[src/rtl/bnn_layer_ctrl.sv]
`default_nettype none
// ============================================================================
// Module  : bnn_layer_ctrl
// Brief   : Binary neural-network layer sequencer (XNOR/popcount/threshold)
// Revision: 1.0
// ============================================================================
module bnn_layer_ctrl (
  input  logic        clk,
  input  logic        reset,
  input  logic        start,
  input  logic        abort,
  input  logic [5:0]  cfg_rows,
  input  logic [5:0]  cfg_bits,
  input  logic [5:0]  cfg_thresh,
  input  logic [31:0] act_word,
  output logic        w_req,
  output logic [4:0]  w_addr,
  input  logic        w_valid,
  input  logic [31:0] w_data,
  output logic        busy,
  output logic        done,
  output logic        err,
  output logic [31:0] result
);

  localparam logic [5:0] MAX_DIM = 6'd32;

  typedef enum logic [1:0] {
    S_IDLE  = 2'd0,
    S_FETCH = 2'd1,
    S_DONE  = 2'd2
  } state_t;

  state_t      state_q, state_d;
  logic [4:0]  row_q, row_d;
  logic [5:0]  rows_q, rows_d;
  logic [5:0]  bits_q, bits_d;
  logic [5:0]  thresh_q, thresh_d;
  logic [31:0] act_q, act_d;
  logic [31:0] result_q, result_d;
  logic        err_q, err_d;

  logic        w_cfg_legal;
  logic [31:0] w_mask;
  logic [31:0] w_diff;
  logic [5:0]  w_mism;
  logic [5:0]  w_match;
  logic        w_bit;
  logic        w_last_row;

  assign w_cfg_legal = (cfg_rows != 6'd0) && (cfg_rows <= MAX_DIM) &&
                       (cfg_bits != 6'd0) && (cfg_bits <= MAX_DIM) &&
                       (cfg_thresh <= cfg_bits);

  // 33-bit shift so that bits_q == 32 yields an all-ones mask.
  assign w_mask  = 32'((33'd1 << bits_q) - 33'd1);
  assign w_diff  = (w_data ^ act_q) & w_mask;

  always_comb begin
    w_mism = 6'd0;
    for (int i = 0; i < 32; i++) begin
      w_mism = w_mism + {5'd0, w_diff[i]};
    end
  end

  assign w_match    = bits_q - w_mism;
  assign w_bit      = (w_match >= thresh_q);
  assign w_last_row = ({1'b0, row_q} == (rows_q - 6'd1));

  always_comb begin
    state_d  = state_q;
    row_d    = row_q;
    rows_d   = rows_q;
    bits_d   = bits_q;
    thresh_d = thresh_q;
    act_d    = act_q;
    result_d = result_q;
    err_d    = 1'b0;
    case (state_q)
      S_IDLE: begin
        if (start) begin
          if (w_cfg_legal) begin
            rows_d   = cfg_rows;
            bits_d   = cfg_bits;
            thresh_d = cfg_thresh;
            act_d    = act_word;
            row_d    = 5'd0;
            result_d = 32'd0;
            state_d  = S_FETCH;
          end else begin
            err_d = 1'b1;
          end
        end
      end
      S_FETCH: begin
        // Abort takes priority over a coincident weight beat.
        if (abort) begin
          result_d = 32'd0;
          row_d    = 5'd0;
          state_d  = S_IDLE;
        end else if (w_valid) begin
          result_d[row_q] = w_bit;
          if (w_last_row) begin
            state_d = S_DONE;
          end else begin
            row_d = row_q + 5'd1;
          end
        end
      end
      S_DONE: begin
        row_d   = 5'd0;
        state_d = S_IDLE;
      end
      default: begin
        row_d   = 5'd0;
        state_d = S_IDLE;
      end
    endcase
  end

  always_ff @(posedge clk or posedge reset) begin
    if (reset) begin
      state_q  <= S_IDLE;
      row_q    <= 5'd0;
      rows_q   <= 6'd0;
      bits_q   <= 6'd0;
      thresh_q <= 6'd0;
      act_q    <= 32'd0;
      result_q <= 32'd0;
      err_q    <= 1'b0;
    end else begin
      state_q  <= state_d;
      row_q    <= row_d;
      rows_q   <= rows_d;
      bits_q   <= bits_d;
      thresh_q <= thresh_d;
      act_q    <= act_d;
      result_q <= result_d;
      err_q    <= err_d;
    end
  end

  assign w_req  = (state_q == S_FETCH);
  assign w_addr = row_q;
  assign busy   = (state_q != S_IDLE);
  assign done   = (state_q == S_DONE);
  assign err    = err_q;
  assign result = result_q;

endmodule
`default_nettype wire

[config.mk]
export PLATFORM = sky130hd
export DESIGN_NAME = bnn_layer_ctrl
export DESIGN_NICKNAME = d
export VERILOG_FILES = /design/src/rtl/bnn_layer_ctrl.sv
export SDC_FILE = /design/constraint.sdc
export NUM_CORES = 1
export LEC_CHECK = 0
export CAP_MARGIN = 10
export CORE_ASPECT_RATIO = 1.5
export CORE_MARGIN = 10
export CORE_UTILIZATION = 59
export CTS_BUF_LIST = sky130_fd_sc_hd__clkbuf_4
export CTS_CLUSTER_DIAMETER = 120
export DETAILED_ROUTE_END_ITERATION = 7
export GPL_TIMING_DRIVEN = 0
export PLACE_DENSITY = 0.89
export SYNTH_ARGS = -nofsm -noshare
export SYNTH_HDL_FRONTEND = slang
export SYNTH_SLANG_ARGS = --single-unit
[constraint.sdc]
create_clock -name clk -period 12.02 [get_ports clk]
set_input_delay 2.404 -clock clk [delete_from_list [all_inputs] [get_ports clk]]
set_output_delay 2.404 -clock clk [all_outputs]
set_load 0.03 [all_outputs]
* After elaboration in Yosys (flattened, before gate mapping)
Index checks and enable logic that the tools add are counted.
** Storage, ports and cells
- Bits in registers :: 90
- Bits of input ports :: 87
- Output and inout bits :: 41
- Word-level logic and storage cells :: 97
** Cells by class
- Add/subtract/negate cells :: 35
- Order comparisons :: 6
- Equal/unequal tests :: 8
- Shifts and indexed selects :: 1
- Mux-type cells :: 23
- Bitwise gates (word level) :: 2
- Reductions and logical operators :: 14
** Operators by type and width (count)
- $add 6x1->6 :: 26
- $mux 32 :: 4
- $pmux 32 s2 :: 1
- $and 32x32->32 :: 1
- $bwmux 32 :: 1
- $shl 1x6->32 const A :: 1
- $sub 32x1->32 const B :: 1
- $xor 32x32->32 :: 1
- $mux 5 :: 5
- $le 6x6->1 const B :: 2
- $reduce_and 4->1 :: 3
- $reduce_bool 6->1 :: 2
- $mux 2 :: 5
- $pmux 5 s2 :: 1
- $add 5x1->6 :: 1
- $eq 5x6->1 :: 1
- $ge 6x6->1 :: 1
- $le 6x6->1 :: 1
- $lt 5x6->1 const B :: 1
- $ne 3x2->1 const B :: 2
- $sub 6x1->6 const B :: 1
- $sub 6x6->6 :: 1
- $add 4x1->5 :: 1
- $add 5x1->5 const B :: 1
- 15 further kinds :: 24

* Logic depth before layout (Yosys ltp)
- Depth in word-level cells :: 40
- Mapped depth :: 35
- Mapped depth without buffers :: 32

* Least setup slack after synthesis
No wires, ideal clock.
- Kind :: input to register
- Start point :: in w_data[8]
- End point :: reg result_q[20] (netlist: result[20])
- Setup time :: 0.136 ns
- Data arrival time :: 8.277 ns
- Setup slack :: 3.607 ns
- Stages on the path :: 22
- Cell sequence :: xor2_1 > and2_1 > fa_1 > ha_1 > fa_1 > fa_1 > inv_1 > fa_1 > fa_1 > fa_1 > inv_1 > fa_1 > inv_1 > ha_1 > fa_1 > xnor2_1 > xnor2_1 > xnor2_1 > ha_1 > a211oi_1 > clkbuf_1 > o41ai_1
** Between the ends
- Cells in the longest elaborated chain, start to end :: 32
** Ends and longest elaborated chain
- start: declaration :: RTL line 19 : input logic [31:0] w_data,
- $xor 32x32->32 :: RTL line 57 : assign w_diff = (w_data ^ act_q) & w_mask;
- $and 32x32->32 :: RTL line 57
- $add 6x1->6 (24 in series) :: RTL line 62 : w_mism = w_mism + {5'd0, w_diff[i]};
- $sub 6x6->6 :: RTL line 66 : assign w_match = bits_q - w_mism;
- $ge 6x6->1 :: RTL line 67 : assign w_bit = (w_match >= thresh_q);
- $bwmux 32 :: RTL line 102 : result_d[row_q] = w_bit;
- $mux 32 :: RTL line 101 : end else if (w_valid) begin
- $mux 32 :: RTL line 97 : if (abort) begin
- $pmux 32 s2 :: RTL line 79 : case (state_q)
- end signal: assignment :: RTL line 138 : result_q <= result_d;
- end: declaration :: RTL line 40 : logic [31:0] result_q, result_d;
Every way passes these cells. The select of a mux whose other input is x is not followed.
A chain may end at the register's enable or synchronous reset.

* Final worst setup path
- Start point :: reg bits_q[0]
- End point :: reg result_q[11] (netlist: result[11])
** Between the ends
- Cells in the longest elaborated chain, start to end :: 40
** Ends and longest elaborated chain
- start: declaration :: RTL line 37 : logic [5:0] bits_q, bits_d;
- start signal: assignment :: RTL line 135 : bits_q <= bits_d;
- $shl 1x6->32 :: RTL line 56 : assign w_mask = 32'((33'd1 << bits_q) - 33'd1);
- $sub 32x1->32 :: RTL line 56
- $and 32x32->32 :: RTL line 57
- $add 1x1->2 :: RTL line 62
- $add 2x1->3 :: RTL line 62
- $add 3x1->4 :: RTL line 62
- $add 4x1->5 :: RTL line 62
- $add 5x1->6 :: RTL line 62
- $add 6x1->6 (26 in series) :: RTL line 62
- $sub 6x6->6 * :: RTL line 66
- $ge 6x6->1 * :: RTL line 67
- $bwmux 32 * :: RTL line 102
- $mux 32 * :: RTL line 101
- $mux 32 * :: RTL line 97
- $pmux 32 s2 * :: RTL line 79
Every way passes the cells marked *; elsewhere a longest branch is shown, timed or not. The select of a mux whose other input is x is not followed.

==> qor.txt <==
Outcome: finished, final reports clean
Total wire length: 20930 um
Fill cells: 815
Period minus WS final: 9678 ps
Worst Skew: 15.07 ps
Busiest grt layer: met2
Register bit total from synthesis: 90
Row cnt: 47
Post-Place Cells: 997
Largest fanout on the critical path: 10
Distinct cell type count after synthesis: 53
Ys flop type: dfrtp_1
Initial antenna violation count: 0
Cell count after synthesis: 722
Crit Path Class: reg2reg
Yosys warns: 0
Synth area leader: dfrtp_1
Clock-pin slew on the worst setup and hold paths: 160 ps
Setup TNS: 0 ps
Die W: 107.6 um
Slowest stage delay, CP: 790 ps
Total grt overflow: 0
CP Data Arrival Time: 10030 ps
Worst skew pair latency: 470 ps
M1 GR Usage: 25.02%
Largest net degree at the start of global routing: 68
IO Pins: 128
Met3 Use GR: 6.465%
Share of the synthesized area in the top cell type: 33.18%
Vias in the first global route: 6623
Post-DP HPWL: 16800 um
DIE AREA: 0.01628 mm^2
Netlist Area Pre-Place: 0.006788 mm^2
Hold Crit Class: reg2reg
Core region area: 0.01117 mm^2
Unrepaired setup endpoints after global routing: no
DRT iter0 DRCs: 274
Fin. Hold Viols: 0
CTS max path bufs: 2
Number of buffers created by CTS: 9
Max_slew headroom: 36.53%
Resize count post-CTS: 0
Area contributors post-synth: dfrtp_1, fa_1, ha_1
Area grow syn2layout: 24.07%
Vias per cell: 5.984
CTS Hold Bufs: 0
Max-Cap Viols: 0
Vias: 6062
First-pass GRT wire length: 33180 um
Met2 usage: 48.51%
Final Max Slew Viols: 0
Required @ worst endpoint: 12370 ps
Antenna diode count: 0
Postcts setup bufs: 0
Syn_nets: 883
Most frequent CP cell: fa_1
Tcrit/Tclk final: 80.52%
Least-Margin Pin Slew: 946.3 ps
GP Congestion: 0.9409
Max frequency: 0.1033 GHz
CTS tree: yes
Port buffer count: 127
Endpoint class of the critical path: register
Final std cells w/o fill: 1013
Setup-failing EPs final: 0
Die H: 151.4 um
CTS Root Cell: clkbuf_4
Routed WL per cell: 20.66 um
DR pass1 iterations: 5
CTS H-tree depth: 3
Antenna violation net count after detailed routing: 0
Most frequent cells in the layout: clkdlybuf4s50_1, dfrtp_1, inv_1
Share of layout cells above drive strength 1: 8.661%
CP startpoint kind: register
Min Hold Slack: 533.3 ps
GRT Total Usage: 25.83%
Clk sinks: 90
DRC violations left: 0
Initial Util: 60.75%
Async SR Flop Fraction: 100.0%
Number of synthesized flops with an enable pin: 0
Sequential share of the synthesized area: 33.18%
Final net count: 1022
Mean Syn Cell Area: 9.401 um^2
Most common cell after layout, fill and taps aside: clkdlybuf4s50_1
Slowest cell on crit path: a211oi_1
[critical path: cells and delay by family, from the launching register on]
| kind | cells | cell delay (ps) |
|---|---|---|
| flip-flops | 1 | 410 |
| buffers and inverters | 10 | 2330 |
| AO/OA/AOI/OAI | 4 | 1390 |
| AND/OR/NAND/NOR | 2 | 370 |
| XOR/XNOR | 3 | 480 |
| adder cells (fa/ha/maj) | 12 | 4570 |
[state kept, by name, indices dropped and copies added (netlist names)]
name,cells
thresh_q,6
result,32
err,1
state_q,2
bits_q,6
act_q,32
w_addr,5
rows_q,6
[layer usage]
metal  vias to the layer above  wire length (um)
met3                        76              1495
met2                       281             11600
met1                      2922              6875
met4                         0               961
li1                       2783                 -
met5                         -                 0
[through the flow]
step / worst slack [ps] / utilization (%) / area, um^2
finish: 2342 / 75.38 / 8422
detailed placement: 2098 / 74.04 / 8273
global route: 1954 / 75.38 / 8422
global placement: 2288 / 73.77 / 8243
CTS: 2399 / 75.38 / 8422
floorplan: 3607 / - / 6788
[path summary, 6_finish.rpt]
kind,start,to,slack (ps),depth (start not counted)
setup / recovery,bits_q[0],result[11],2340,31
hold / removal,thresh_q[2],thresh_q[2],530,1
setup reg to reg,bits_q[0],result[11],2340,31
hold reg to reg,thresh_q[2],thresh_q[2],530,1
max in group asynchronous,reset,w_addr[1],9130,3
min in group asynchronous,reset,act_q[13],2230,2
[Yosys cell counts (all sizes together) (5+ instances only)]
| library cell | number |
|---|---|
| dfrtp | 90 |
| inv | 71 |
| nand2 | 69 |
| o21ai | 56 |
| mux2 | 49 |
| ha | 45 |
| clkbuf | 38 |
| o31ai | 35 |
| a21oi | 32 |
| fa | 29 |
| nor2 | 28 |
| xnor2 | 23 |
| xor2 | 18 |
| o41ai | 16 |
| nor3 | 15 |
| buf | 12 |
| nor2b | 8 |
| a31oi | 7 |
| nand3 | 7 |
| a21o | 5 |
| and2 | 5 |
| nand2b | 5 |
| o21a | 5 |
[logic make-up after synthesis]
logic type,Yosys count,synth area share [%]
compound gates,182,17.49
xor+xnor,41,5.290
fa+ha+maj,74,16.85
buf+inv,124,7.410
flops,90,33.18
mux,53,8.719
simple gates,158,11.06
[layout make-up]
cell class | count | area, um^2 | area share [%]
tap | 147 | 183.9 | 2.184
buffer | 50 | 225.2 | 2.674
clock buffer | 10 | 75.07 | 0.8914
clock inverter | 6 | 73.82 | 0.8765
multi-input combinational | 508 | 4033 | 47.88
timing repair buffer | 128 | 1299 | 15.42
inverter | 74 | 280.3 | 3.328
sequential | 90 | 2252 | 26.74
Power is left out: the tool's default activity adds up to more than one toggle a clock period on the data nets, which glitch-free logic cannot reach.
